$ cat src/rtl/wb_pkg.sv
// Shared types and defaults for the writeback queue.
package wb_pkg;
  localparam int REG_COUNT          = 8;
  localparam int DEFAULT_DEPTH      = 4;
  localparam int DEFAULT_DATA_WIDTH = 16;
  localparam int DEFAULT_REG_BITS   = 3;

  typedef struct packed {
    logic [DEFAULT_REG_BITS-1:0]   reg_num;
    logic [DEFAULT_DATA_WIDTH-1:0] data;
  } wb_entry_t;

  function automatic logic [REG_COUNT-1:0] reg_onehot(input logic [DEFAULT_REG_BITS-1:0] r);
    return REG_COUNT'(1) << r;
  endfunction
endpackage

$ cat src/rtl/writeback_queue_if.sv
// Producer handshakes, register-file write port and status of the writeback queue.
// Handshake: a result transfers on a rising clk where valid && ready; while valid && !ready
// the producer holds reg/data stable. The register-file side has no back-pressure.
interface writeback_queue_if #(
  parameter int DEPTH      = 4,
  parameter int DATA_WIDTH = 16,
  parameter int REG_BITS   = 3
);
  logic                      mem_valid;
  logic [REG_BITS-1:0]       mem_reg;
  logic [DATA_WIDTH-1:0]     mem_data;
  logic                      mem_ready;
  logic                      alu_valid;
  logic [REG_BITS-1:0]       alu_reg;
  logic [DATA_WIDTH-1:0]     alu_data;
  logic                      alu_ready;
  logic                      write;
  logic [REG_BITS-1:0]       write_reg_num;
  logic [DATA_WIDTH-1:0]     write_data;
  logic [(2**REG_BITS)-1:0]  pending;
  logic [$clog2(DEPTH):0]    count;

  modport slave (
    input  mem_valid, mem_reg, mem_data, alu_valid, alu_reg, alu_data,
    output mem_ready, alu_ready, write, write_reg_num, write_data, pending, count
  );
  modport master (
    output mem_valid, mem_reg, mem_data, alu_valid, alu_reg, alu_data,
    input  mem_ready, alu_ready, write, write_reg_num, write_data, pending, count
  );
endinterface

$ cat src/rtl/wb_fifo.sv
// Dual-enqueue, single-dequeue circular buffer with occupancy vector and per-slot key tap.
module wb_fifo #(
  parameter int DEPTH   = 4,
  parameter int ENTRY_W = 19,
  parameter int KEY_W   = 3
) (
  input  logic                        clk,
  input  logic                        reset,
  input  logic                        enq_a_i,
  input  logic [ENTRY_W-1:0]          data_a_i,
  input  logic                        enq_b_i,
  input  logic [ENTRY_W-1:0]          data_b_i,
  input  logic                        deq_i,
  output logic [ENTRY_W-1:0]          head_o,
  output logic [$clog2(DEPTH):0]      count_o,
  output logic [DEPTH-1:0]            occ_o,
  output logic [DEPTH-1:0][KEY_W-1:0] keys_o
);
  localparam int PTR_W = $clog2(DEPTH);
  localparam int CNT_W = PTR_W + 1;

  logic [ENTRY_W-1:0] mem_q [DEPTH];
  logic [PTR_W-1:0]   head_q, tail_q;
  logic [CNT_W-1:0]   count_q;
  logic [PTR_W-1:0]   offset;

  // enq_b only ever accompanies enq_a, so it always lands in the slot after enq_a.
  always_ff @(posedge clk or posedge reset) begin
    if (reset) begin
      head_q  <= '0;
      tail_q  <= '0;
      count_q <= '0;
    end else begin
      tail_q  <= tail_q + PTR_W'(enq_a_i) + PTR_W'(enq_b_i);
      head_q  <= head_q + PTR_W'(deq_i);
      count_q <= count_q + CNT_W'(enq_a_i) + CNT_W'(enq_b_i) - CNT_W'(deq_i);
    end
  end

  always_ff @(posedge clk) begin
    if (enq_a_i) mem_q[tail_q] <= data_a_i;
    if (enq_b_i) mem_q[tail_q + PTR_W'(1)] <= data_b_i;
  end

  always_comb begin
    occ_o  = '0;
    offset = '0;
    for (int i = 0; i < DEPTH; i++) begin
      offset   = PTR_W'(i) - head_q;
      occ_o[i] = ({1'b0, offset} < count_q);
    end
  end

  for (genvar g = 0; g < DEPTH; g++) begin : g_keys
    assign keys_o[g] = mem_q[g][ENTRY_W-1 -: KEY_W];
  end

  assign head_o  = mem_q[head_q];
  assign count_o = count_q;
endmodule

$ cat src/rtl/writeback_queue.sv
// Writeback queue: ALU/load intake, in-order drain to the register file, pending bitmap.
// Define WB_BYPASS_EN for zero-latency pass-through of the oldest result when the queue is empty.
module writeback_queue
  import wb_pkg::*;
#(
  parameter int DEPTH      = DEFAULT_DEPTH,
  parameter int DATA_WIDTH = DEFAULT_DATA_WIDTH,
  parameter int REG_BITS   = DEFAULT_REG_BITS
) (
  input  logic             clk,
  input  logic             reset,
  writeback_queue_if.slave wb
);
  localparam int CNT_W   = $clog2(DEPTH) + 1;
  localparam int ENTRY_W = REG_BITS + DATA_WIDTH;

  logic [CNT_W-1:0]              count;
  logic [CNT_W:0]                free;
  logic [ENTRY_W-1:0]            head, mem_entry, alu_entry, enq_a_data, out_entry;
  logic                          mem_fire, alu_fire, enq_a, enq_b, deq;
  logic [DEPTH-1:0]              occ;
  logic [DEPTH-1:0][REG_BITS-1:0] keys;

  // Room is judged on the registered count only; this cycle's drain does not free a slot.
  assign free         = (CNT_W+1)'(DEPTH) - {1'b0, count};
  assign wb.mem_ready = (free != '0);
  assign wb.alu_ready = (free >= ((CNT_W+1)'(1) + (CNT_W+1)'(wb.mem_valid)));
  assign mem_fire     = wb.mem_valid && wb.mem_ready;
  assign alu_fire     = wb.alu_valid && wb.alu_ready;
  assign mem_entry    = {wb.mem_reg, wb.mem_data};
  assign alu_entry    = {wb.alu_reg, wb.alu_data};
  assign deq          = (count != '0);

`ifdef WB_BYPASS_EN
  logic               empty, bypass;
  logic [ENTRY_W-1:0] first_entry;
  assign empty       = (count == '0);
  assign first_entry = mem_fire ? mem_entry : alu_entry;
  assign bypass      = empty && (mem_fire || alu_fire);
  // On an empty queue the oldest result goes straight out; only a second one is stored.
  assign enq_a       = empty ? (mem_fire && alu_fire) : (mem_fire || alu_fire);
  assign enq_a_data  = empty ? alu_entry : first_entry;
  assign enq_b       = !empty && mem_fire && alu_fire;
  assign out_entry   = empty ? first_entry : head;
  assign wb.write    = !empty || bypass;
`else
  assign enq_a       = mem_fire || alu_fire;
  assign enq_a_data  = mem_fire ? mem_entry : alu_entry;
  assign enq_b       = mem_fire && alu_fire;
  assign out_entry   = head;
  assign wb.write    = (count != '0);
`endif

  wb_fifo #(
    .DEPTH   (DEPTH),
    .ENTRY_W (ENTRY_W),
    .KEY_W   (REG_BITS)
  ) u_fifo (
    .clk      (clk),
    .reset    (reset),
    .enq_a_i  (enq_a),
    .data_a_i (enq_a_data),
    .enq_b_i  (enq_b),
    .data_b_i (alu_entry),
    .deq_i    (deq),
    .head_o   (head),
    .count_o  (count),
    .occ_o    (occ),
    .keys_o   (keys)
  );

  always_comb begin
    wb.pending = '0;
    for (int i = 0; i < DEPTH; i++) begin
      if (occ[i]) wb.pending[keys[i]] = 1'b1;
    end
  end

  assign wb.write_reg_num = out_entry[ENTRY_W-1 -: REG_BITS];
  assign wb.write_data    = out_entry[DATA_WIDTH-1:0];
  assign wb.count         = count;
endmodule

$ cat src/flat_wrapper.sv
// flat-port wrapper written by rule: the top's interface ports become plain ports
module writeback_queue_flat import wb_pkg::*;
#(
  parameter int DEPTH      = DEFAULT_DEPTH,
  parameter int DATA_WIDTH = DEFAULT_DATA_WIDTH,
  parameter int REG_BITS   = DEFAULT_REG_BITS
)
  (clk, reset, wb_mem_valid, wb_mem_reg, wb_mem_data, wb_alu_valid, wb_alu_reg, wb_alu_data, wb_mem_ready, wb_alu_ready, wb_write, wb_write_reg_num, wb_write_data, wb_pending, wb_count);
  writeback_queue_if #(.DEPTH(DEPTH), .DATA_WIDTH(DATA_WIDTH), .REG_BITS(REG_BITS)) wb_i ();
  input  logic clk;
  input  logic reset;
  input wire logic [$bits(wb_i.mem_valid)-1:0] wb_mem_valid;
  input wire logic [$bits(wb_i.mem_reg)-1:0] wb_mem_reg;
  input wire logic [$bits(wb_i.mem_data)-1:0] wb_mem_data;
  input wire logic [$bits(wb_i.alu_valid)-1:0] wb_alu_valid;
  input wire logic [$bits(wb_i.alu_reg)-1:0] wb_alu_reg;
  input wire logic [$bits(wb_i.alu_data)-1:0] wb_alu_data;
  output wire logic [$bits(wb_i.mem_ready)-1:0] wb_mem_ready;
  output wire logic [$bits(wb_i.alu_ready)-1:0] wb_alu_ready;
  output wire logic [$bits(wb_i.write)-1:0] wb_write;
  output wire logic [$bits(wb_i.write_reg_num)-1:0] wb_write_reg_num;
  output wire logic [$bits(wb_i.write_data)-1:0] wb_write_data;
  output wire logic [$bits(wb_i.pending)-1:0] wb_pending;
  output wire logic [$bits(wb_i.count)-1:0] wb_count;
  assign wb_i.mem_valid = wb_mem_valid;
  assign wb_i.mem_reg = wb_mem_reg;
  assign wb_i.mem_data = wb_mem_data;
  assign wb_i.alu_valid = wb_alu_valid;
  assign wb_i.alu_reg = wb_alu_reg;
  assign wb_i.alu_data = wb_alu_data;
  assign wb_mem_ready = wb_i.mem_ready;
  assign wb_alu_ready = wb_i.alu_ready;
  assign wb_write = wb_i.write;
  assign wb_write_reg_num = wb_i.write_reg_num;
  assign wb_write_data = wb_i.write_data;
  assign wb_pending = wb_i.pending;
  assign wb_count = wb_i.count;
  writeback_queue #(.DEPTH(DEPTH), .DATA_WIDTH(DATA_WIDTH), .REG_BITS(REG_BITS)) u_core (.clk(clk), .reset(reset), .wb(wb_i));
endmodule
$ cat config.mk
export PLATFORM = sky130hd
export DESIGN_NAME = writeback_queue_flat
export DESIGN_NICKNAME = d
export VERILOG_FILES = /design/src/rtl/wb_pkg.sv /design/src/rtl/writeback_queue_if.sv /design/src/rtl/wb_fifo.sv /design/src/rtl/writeback_queue.sv /design/src/flat_wrapper.sv
export SDC_FILE = /design/constraint.sdc
export NUM_CORES = 1
export LEC_CHECK = 0
export CAP_MARGIN = 20
export CORE_MARGIN = 5
export CORE_UTILIZATION = 40
export DETAILED_ROUTE_END_ITERATION = 8
export PLACE_DENSITY = 0.59
export SLEW_MARGIN = 20
export SYNTH_ARGS = -nofsm -noshare
export SYNTH_HDL_FRONTEND = slang
export SYNTH_SLANG_ARGS = --single-unit
$ cat constraint.sdc
create_clock -name clk -period 5.5 [get_ports clk]
set_clock_uncertainty 0.1 [all_clocks]
set_input_delay 0.825 -clock clk [delete_from_list [all_inputs] [get_ports clk]]
set_output_delay 0.825 -clock clk [all_outputs]
set_load 0.05 [all_outputs]
==> summary.txt <==
GP Congestion: 0.861
FMAX: 225 MHz
vias in the first global route: 5657
DR iter-0 viols: 731
DRT Pass-1 Iters: 6
synth warn: 0
CTS clk-pin slew, worst paths: 0.07 ns
grt met3 use: 3.50%
grt ovf: 0
post_cts resized: 0
first-pass GRT wire length: 31500 um
Hold Buf Count CTS: 0
Die Span X: 134 um
crit path capture type: output port
Die Area: 18100 um2
Mean Syn Cell Area: 9.06 um2
fin crit share: 80.7%
DRC: 0
starting density of the core: 40.8%
DR vias/cell: 6.71
Post-DP HPWL: 12200 um
Final Hold Fails: 0
register bit total from synthesis: 83
unrepaired setup endpoints after global routing: false
met2 Use GR: 35.5%
Final Setup Violations: 0
root buf cell: clkbuf_16
num ports: 75
DR vias: 6110
share of cells above drive strength 1: 8.59%
met1 Use GR: 30.3%
wire per inst: 22.5 um
CP peak stage delay: 0.84 ns
cell area after synthesis: 6200 um2
number of flops mapped to enable cells by yosys: 76
sequential element share of the synthesized area: 39.6%
H-Tree Level Count: 3
Slew headroom: 32.4%
maximum root-to-sink buffer count: 2
n_diodes: 0
Hold Crit Class: reg -> reg
final net count: 773
Post-Route WL: 20500 um
asr flop ratio synth: 8.43%
setup TNS: 0 ns
cells after synthesis: 684
min Tclk post-route: 4.44 ns
most frequent cells in the layout: nand4_1, nor2_1, a31oi_1
PortBufs: 74
max cap viols: 0
worst slew pin tran: 1.01 ns
overall routing resource usage: 22.3%
post-CTS setup buffer count: 0
commonest non-fill, non-tap cell in the layout: nand4_1
post-synthesis cell type count: 45
crit-path cells: buf_4 > a211oi_1 > or3b_2 > o22ai_1 > a311o_1 > clkdlybuf4s50_1
core area: 15200 um2
Fill cells: 1444
largest net degree at the start of global routing: 115
CTS Buf Count: 9
clock sink total: 83
worst skew pair latency: 0.34 ns
CP required: 4.58 ns
CTS tree: yes
Std-Cell Rows: 45
CP startpoint kind: flip-flop
antenna viol nets, final: 0
Worst EP arrival: 3.51 ns
critical path peak fanout: 14
critical setup path kind: reg -> out
Die Ht: 134 um
initial antenna violation count: 0
Primary FF master, synth: edfxtp_1
area grow syn2layout: 17.5%
Pins Over Slew Limit: 0
run status: finished, final reports clean
syn nets: 740
highest-delay cell along the critical path: dfrtp_1
layer carrying the most global-route usage: met2
[worst paths after layout]
kind	startpoint	end	slack, ns	cells past startpoint
min in group asynchronous	reset	u_core.u_fifo.count_o[0]	0.63	2
worst min register to register	u_core.u_fifo.tail_q[1]	u_core.u_fifo.tail_q[1]	0.51	1
max in group asynchronous	reset	u_core.u_fifo.head_q[0]	4.42	2
worst max-delay path	u_core.u_fifo.head_q[0]	wb_pending[3]	1.06	6
worst min-delay path	u_core.u_fifo.tail_q[1]	u_core.u_fifo.tail_q[1]	0.51	1
worst max register to register	u_core.u_fifo.count_o[0]	u_core.u_fifo.count_o[2]	1.85	10
[state kept, by name, summed over array words and instances (netlist names)]
| name | cells |
|---|---|
| u_core.u_fifo.count_o | 3 |
| u_core.u_fifo.tail_q | 2 |
| u_core.u_fifo.head_q | 2 |
| u_core.u_fifo.mem_q | 76 |
[cell type report]
type	count	area [um2]	share of cell area, %
Timing Repair Buffer	89	857	11.8
Multi-Input combinational cell	499	3330	45.7
Tap cell	188	235	3.23
Clock inverter	2	12.5	0.172
Sequential cell	83	2460	33.7
Inverter	35	131	1.80
Clock buffer	14	264	3.62
[metal layers]
| layer | vias to the layer above | part of all wire (%) |
|---|---|---|
| met4 | 0 | 2.5 |
| met2 | 389 | 47 |
| li1 | 2749 | - |
| met3 | 53 | 8.4 |
| met5 | - | 0 |
| met1 | 2919 | 42 |
[cells by family (layout without fill, tap and decap cells)]
| group | after synthesis | count (layout) | share of synthesized area, % |
|---|---|---|---|
| xor+xnor | 4 | 4 | 0.565 |
| fa+ha+maj | 14 | 14 | 3.19 |
| compound gates | 210 | 210 | 21.0 |
| buf+inv | 102 | 140 | 7.25 |
| mux | 19 | 19 | 6.90 |
| flops | 83 | 83 | 39.6 |
| simple gates | 252 | 252 | 21.5 |
[per-stage QoR]
stage          cell area, um2  util, %  hold slack [ns]  std cells  setup WS, ns
6_report                 7290     47.9            0.515        910          1.06
3_3_place_gp             7010     46.1            0.485        894          1.39
2_1_floorplan            6200        -            0.416        684          1.21
5_1_grt                  7290     47.9            0.549        910         0.803
3_5_place_dp             7010     46.1            0.490        894          1.32
4_1_cts                  7280     47.9            0.501        910         0.975
[cells in the mapped netlist (2+ instances only)]
cell / count / area, um2
a221o_1: 2 / 20.0
a21oi_1: 3 / 15.0
a21boi_0: 3 / 22.5
a311o_1: 3 / 30.0
nand3b_1: 20 / 150
edfxtp_1: 76 / 2280
nand3_1: 2 / 10.0
buf_6: 5 / 56.3
nand4_1: 95 / 594
buf_2: 14 / 70.1
nand2b_1: 7 / 43.8
a211oi_1: 21 / 158
fa_1: 3 / 60.1
buf_1: 6 / 22.5
or2_2: 2 / 12.5
xor2_1: 4 / 35.0
ha_1: 11 / 138
buf_4: 3 / 22.5
o221ai_1: 2 / 17.5
nand2_1: 30 / 113
dfrtp_1: 7 / 175
o22ai_1: 5 / 31.3
o21ai_1: 3 / 15.0
o311ai_0: 2 / 17.5
o21ai_0: 76 / 380
nor4_1: 4 / 25.0
nor2b_1: 5 / 31.3
a31oi_1: 79 / 494
mux4_2: 19 / 428
o32ai_1: 3 / 26.3
clkbuf_1: 39 / 146
inv_1: 34 / 128
o21a_1: 3 / 22.5
nor2_1: 82 / 308
[critical path, delay by kind of cell, from the launching register on]
kind / cells / cell delay (ns)
compound gates: 3 / 0.54
buf+inv: 2 / 1.21
flops: 1 / 0.84
simple gates: 1 / 0.56
Power is not shown: default switching activity piles up to over one toggle a cycle in this logic, so the estimate is an artifact.
